==> src/rtl/nes_pad_serializer_if.sv <==
// CPU-side controller port bundle: strobe level, per-read pulse and the serial pad bit.
// The CPU glue drives the master side and the pad serializer sits on the slave side.
interface nes_pad_serializer_if;
   logic ctlr_latch;
   logic ctlr_pulse;
   logic ctlr_data;

   modport master (
      output ctlr_latch,
      output ctlr_pulse,
      input  ctlr_data
   );

   modport slave (
      input  ctlr_latch,
      input  ctlr_pulse,
      output ctlr_data
   );
endinterface

==> src/rtl/nes_pad_serializer.sv <==
// NES pad front end: synchronizes and debounces eight raw buttons, then serves them
// to the CPU one bit per read through an active-high shift register (A first).
module nes_pad_serializer #(
   parameter int unsigned DEBOUNCE_CYCLES = 16
) (
   input  logic                        clock,
   input  logic                        reset_n,
   input  logic [7:0]                  buttons_raw,
   nes_pad_serializer_if.slave         ctlr,
   output logic [7:0]                  buttons_db,
   output logic [3:0]                  shift_cnt
);

   // The toggle fires on the edge where the counter would reach DEBOUNCE_CYCLES,
   // so the comparison is against one less than that.
   localparam logic [15:0] DB_LAST = 16'(DEBOUNCE_CYCLES - 1);

   logic [7:0]       sync1_q;
   logic [7:0]       sync2_q;
   logic [7:0][15:0] cnt_q;
   logic [7:0][15:0] cnt_d;
   logic [7:0]       db_q;
   logic [7:0]       db_d;
   logic [7:0]       sr_q;
   logic [7:0]       sr_d;
   logic [3:0]       shcnt_q;
   logic [3:0]       shcnt_d;
   logic             data_q;
   logic             data_d;

   // Two-flop synchronizer for the asynchronous pad inputs
   always_ff @(posedge clock or negedge reset_n) begin
      if (!reset_n) begin
         sync1_q <= 8'h00;
         sync2_q <= 8'h00;
      end else begin
         sync1_q <= buttons_raw;
         sync2_q <= sync1_q;
      end
   end

   // Per-button stability counters; any return to the accepted level restarts the count
   always_comb begin
      cnt_d = cnt_q;
      db_d  = db_q;
      for (int i = 0; i < 8; i++) begin
         if (sync2_q[i] == db_q[i]) begin
            cnt_d[i] = 16'd0;
         end else if (cnt_q[i] == DB_LAST) begin
            cnt_d[i] = 16'd0;
            db_d[i]  = ~db_q[i];
         end else begin
            cnt_d[i] = cnt_q[i] + 16'd1;
         end
      end
   end

   // Latch has priority over pulse; SR only moves on a pulse once the latch is low
   always_comb begin
      sr_d    = sr_q;
      shcnt_d = shcnt_q;
      if (ctlr.ctlr_latch) begin
         sr_d    = db_q;
         shcnt_d = 4'd0;
      end else if (ctlr.ctlr_pulse) begin
         sr_d    = {1'b0, sr_q[7:1]};
         shcnt_d = (shcnt_q == 4'd8) ? 4'd8 : (shcnt_q + 4'd1);
      end else begin
         sr_d    = sr_q;
         shcnt_d = shcnt_q;
      end
      data_d = ~sr_d[0];
   end

   // State registers for debounce, shifter and the serial output bit
   always_ff @(posedge clock or negedge reset_n) begin
      if (!reset_n) begin
         cnt_q   <= '0;
         db_q    <= 8'h00;
         sr_q    <= 8'h00;
         shcnt_q <= 4'd0;
         data_q  <= 1'b1;
      end else begin
         cnt_q   <= cnt_d;
         db_q    <= db_d;
         sr_q    <= sr_d;
         shcnt_q <= shcnt_d;
         data_q  <= data_d;
      end
   end

   assign ctlr.ctlr_data = data_q;
   assign buttons_db     = db_q;
   assign shift_cnt      = shcnt_q;

endmodule

==> src/flat_wrapper.sv <==
// flat-port wrapper written by rule: the top's interface ports become plain ports
module nes_pad_serializer_flat 
#(
   parameter int unsigned DEBOUNCE_CYCLES = 16
)
  (clock, reset_n, buttons_raw, buttons_db, shift_cnt, ctlr_ctlr_latch, ctlr_ctlr_pulse, ctlr_ctlr_data);
  nes_pad_serializer_if ctlr_i ();
  input  logic clock;
  input  logic reset_n;
  input  logic [7:0] buttons_raw;
  output logic [7:0] buttons_db;
  output logic [3:0] shift_cnt;
  input wire logic [$bits(ctlr_i.ctlr_latch)-1:0] ctlr_ctlr_latch;
  input wire logic [$bits(ctlr_i.ctlr_pulse)-1:0] ctlr_ctlr_pulse;
  output wire logic [$bits(ctlr_i.ctlr_data)-1:0] ctlr_ctlr_data;
  assign ctlr_i.ctlr_latch = ctlr_ctlr_latch;
  assign ctlr_i.ctlr_pulse = ctlr_ctlr_pulse;
  assign ctlr_ctlr_data = ctlr_i.ctlr_data;
  nes_pad_serializer #(.DEBOUNCE_CYCLES(DEBOUNCE_CYCLES)) u_core (.clock(clock), .reset_n(reset_n), .buttons_raw(buttons_raw), .ctlr(ctlr_i), .buttons_db(buttons_db), .shift_cnt(shift_cnt));
endmodule
==> config.mk <==
export PLATFORM = sky130hd
export DESIGN_NAME = nes_pad_serializer_flat
export DESIGN_NICKNAME = d
export VERILOG_FILES = /design/src/rtl/nes_pad_serializer_if.sv /design/src/rtl/nes_pad_serializer.sv /design/src/flat_wrapper.sv
export SDC_FILE = /design/constraint.sdc
export NUM_CORES = 1
export LEC_CHECK = 0
export ABC_AREA = 1
export CAP_MARGIN = 20
export CELL_PAD_IN_SITES_DETAIL_PLACEMENT = 0
export CELL_PAD_IN_SITES_GLOBAL_PLACEMENT = 2
export CORE_MARGIN = 5
export CORE_UTILIZATION = 25
export CTS_CLUSTER_SIZE = 25
export DETAILED_ROUTE_END_ITERATION = 8
export GPL_TIMING_DRIVEN = 0
export HOLD_SLACK_MARGIN = 0.05
export PLACE_DENSITY_LB_ADDON = 0.1
export SYNTH_ARGS = -nofsm -noshare
export SYNTH_HDL_FRONTEND = slang
export SYNTH_SLANG_ARGS = --single-unit
==> constraint.sdc <==
create_clock -name clock -period 2.8 [get_ports clock]
set_clock_uncertainty 0.1 [all_clocks]
set_input_delay 0.42 -clock clock [delete_from_list [all_inputs] [get_ports clock]]
set_output_delay 0.42 -clock clock [all_outputs]
set_load 0.01 [all_outputs]
==> results by group <==
Die
  – Die ar.: 38700 um2
  – Total core area: 34500 um2
  – Std cell rows: 68
  – Starting Density: 25.3%
  – Die Y-Extent: between 150 and 200 um
  – Die width: 197 um
  – I/O pin total: 25

Clock network
  – CTS tree: built
  – Clock H-tree levels: 4
  – Clock Sinks: 165
  – CTS buffer count: 17
  – Root Driver: clkbuf_16
  – # Post-CTS Setup Buffers: 0
  – CTS clk-pin slew, worst paths: 70 ps
  – Maximum root-to-sink buffer count: 2
  – Clock Latency Late Sink: 430 ps

Pwr
  – Gate power share: ~4.2%
  – Leak Pwr: 4.24 nW
  – Clock power frac: between 40% and 50%
  – Switch Pwr: 1.23 mW
  – Cell Pwr Density: 516 nW/um2
  – Sw Ratio: 23.4%
  – Internal cell power: approximately 4 mW
  – Sequential power share: 47.3%
  – VDD IR-drop max: 0.424 mV
  – Power, Total: 5.25 mW

Timing
  – Final setup violation count: 0
  – RSZ-0062 raised after global routing: no
  – Relative slew slack: 45.8%
  – Measured slew at the worst slew-check pin: 814 ps
  – Max-slew violations: 0
  – Min Tclk post-route: 2020 ps
  – Peak Freq: 496 MHz
  – Final hold vios: 0
  – Tcrit/Tclk final: 72.1%

Critical path
  – Critical path data arrival time: 1500 ps
  – Critical path buffers and inverters: 1
  – Worst Path Max Fanout: 4
  – CP max stage delay: around 600 ps
  – Register-to-Register Setup Slack: 1120 ps
  – Crit-path slowest cell: clkdlybuf4s50_1
  – Worst path top cell family by delay: buffers and inverters
  – Worst Setup End Kind: output pin
  – Worst EP required: 2280 ps
  – Cell chain of the critical path: clkdlybuf4s50_1
  – Startpoint types: flop
  – Critical setup path kind: flop to output pin

Hold path
  – Class of the worst hold path: primary input to flop

Synth
  – Syn Area/Cell: 7.69 um2
  – FF+latch count, synth: 165
  – Post-Syn Area: just under 9000 um2
  – Seq/Total Area, Yosys: 47.3%
  – Syn_nets: 1157
  – Synth warn: 0
  – Synth area leader: dfrtp_1
  – Top cell type's share of synthesized area: a little under half
  – Area contributors post-synth: dfrtp_1 (47%), nand2_1 (13%), nor2_1 (11%), inv_1 (4.3%), nand4_1 (3.9%)
  – Synthesized instance count: roughly 1100
  – Synth cell types: 29

Finish
  – Fraction of layout cells with a size suffix above 1: between 10% and 20%
  – Post-Layout Cell Count: 1647
  – Layout area overhead: 16.8%
  – Filler Cells Inserted: 3844
  – Nets@finish: 1201
  – Reg area: 4130 um2
  – Post-layout util: 29.5%
  – Antenna diodes: 0
  – Most frequent cells in the layout: nand2_1 (305), nor2_1 (252), dfrtp_1 (164), inv_1 (101), nand4_1 (55)
  – Commonest non-fill, non-tap cell in the layout: nand2_1
  – Multi-input gate area: slightly above 4000 um2

Drt
  – DRC viols: 0
  – 1st-iter DRT viols: 337
  – Vias per cell: around 4.2
  – Routed WL per cell: around 13 um
  – Antenna-violating nets left: 0
  – DR pass1 iterations: 4
  – Routed wire length: between 20000 and 25000 um
  – DR vias: around 6900

Global route
  – Antenna violations before repair: 1
  – GR Overflow Total: 0
  – Vias in the first global route: 6831
  – GRT Total Usage: 11.7%
  – Largest net degree at the start of global routing: 94
  – First-pass GRT wire length: 36600 um

Placement
  – HPWL Detailed: 15700 um
  – Port Buffer Count: 23
  – Placed Cells: 1614
  – GPL Wtd Cong: 0.726

Run
  – Max-cap violations: 0

Status
  – Status: finished, final reports clean
==> worst register-to-register path, cell delays in order, from the launching register on <==
cell,delay (ps)
dfrtp_1,410
ha_1,280
nand3_1,270
nor2_1,230
nand2_1,80
nand2_1,140
nor2_1,60
==> worst paths after layout <==
check	from	end	depth (start not counted)
min in group asynchronous	reset_n	u_core.cnt_q[90]	2
max in group asynchronous	reset_n	u_core.cnt_q[112]	3
hold / removal	ctlr_ctlr_latch	u_core.sr_q[7]	3
setup reg to reg	u_core.cnt_q[96]	u_core.cnt_q[99]	6
setup / recovery	u_core.buttons_db[4]	buttons_db[4]	1
hold reg to reg	u_core.sync1_q[3]	u_core.sync2_q[3]	0
==> timing repair <==
action,in CTS,in global routing
resized for setup,0,0
hold buffers,1,0
endpoints found under the hold margin,91,0
==> cells by family (layout without fill, tap and decap cells) <==
kind of cell               after synthesis  in the layout  share of synthesized area, %
DFF                                    165            165                          47.3
adders and majority gates               10             10                          1.43
xor gates and xnor gates                39             39                          3.91
buffers and inverters                  120            177                          5.42
and+or+nand+nor                        744            744                          38.1
AOI/OAI and AO/OA                       57             57                          3.83
==> power groups by stage <==
stage	combinational, mW	sequential (mW)	clock, mW
2_1_floorplan	0.109	2.52	0
3_3_place_gp	0.226	2.53	0
4_1_cts	0.235	2.48	2.67
6_report	0.223	2.48	2.55
5_1_grt	0.266	2.49	2.76
3_5_place_dp	0.233	2.53	0
==> flip-flops by register name, summed over array words and instances, names as in the netlist <==
register               count
u_core.shift_cnt           4
u_core.buttons_db          8
u_core.sync2_q             8
u_core.sync1_q             8
u_core.cnt_q             128
u_core.sr_q                8
u_core.ctlr.ctlr_data      1
==> layer usage <==
layer  up-vias  GRT usage [%]  wire [um]
li1       3685              -          -
met1      3203           16.4      11200
met2        47           18.4       9910
met3         8           2.96        580
met4         2           2.62        132
met5         -              0         20
==> Yosys cell counts <==
cell / number
a21oi_1: 15
a31oi_1: 5
nand4_1: 55
o21bai_1: 16
dfstp_2: 1
nand3_1: 51
inv_1: 101
xor2_1: 32
nor2_4: 7
buf_6: 1
or2_2: 1
nor3b_1: 7
nand2_1: 305
nor3_1: 2
nand3_2: 8
nor3_2: 1
buf_2: 9
o211ai_1: 1
nor2_1: 252
nand2_2: 14
inv_2: 8
o21ai_0: 12
o21ai_1: 8
buf_4: 1
dfrtp_1: 164
ha_1: 10
nor3b_2: 8
xnor2_1: 7
nor2_2: 33
==> metrics by stage <==
step	cell area (um2)	hold slack (ps)	worst slack (ps)	setup TNS (ps)
3_3_place_gp	9530	232	-6770	-1110220
6_report	10200	195	782	0
3_5_place_dp	9560	235	846	0
5_1_grt	10200	205	683	0
2_1_floorplan	8730	24.4	1440	0
4_1_cts	10200	180	696	0
==> final cells by class <==
| class | count | area share, % |
|---|---|---|
| Buffer | 11 | 0.626 |
| Clock buffer | 19 | 4.35 |
| Clock inverter | 13 | 1.77 |
| Inverter | 109 | 4.01 |
| Multi-Input combinational cell | 850 | 40.5 |
| Sequential cell | 165 | 40.5 |
| Tap cell | 455 | 5.59 |
| Timing Repair Buffer | 25 | 2.68 |
No activity file was read; power rests on OpenSTA's default activity.
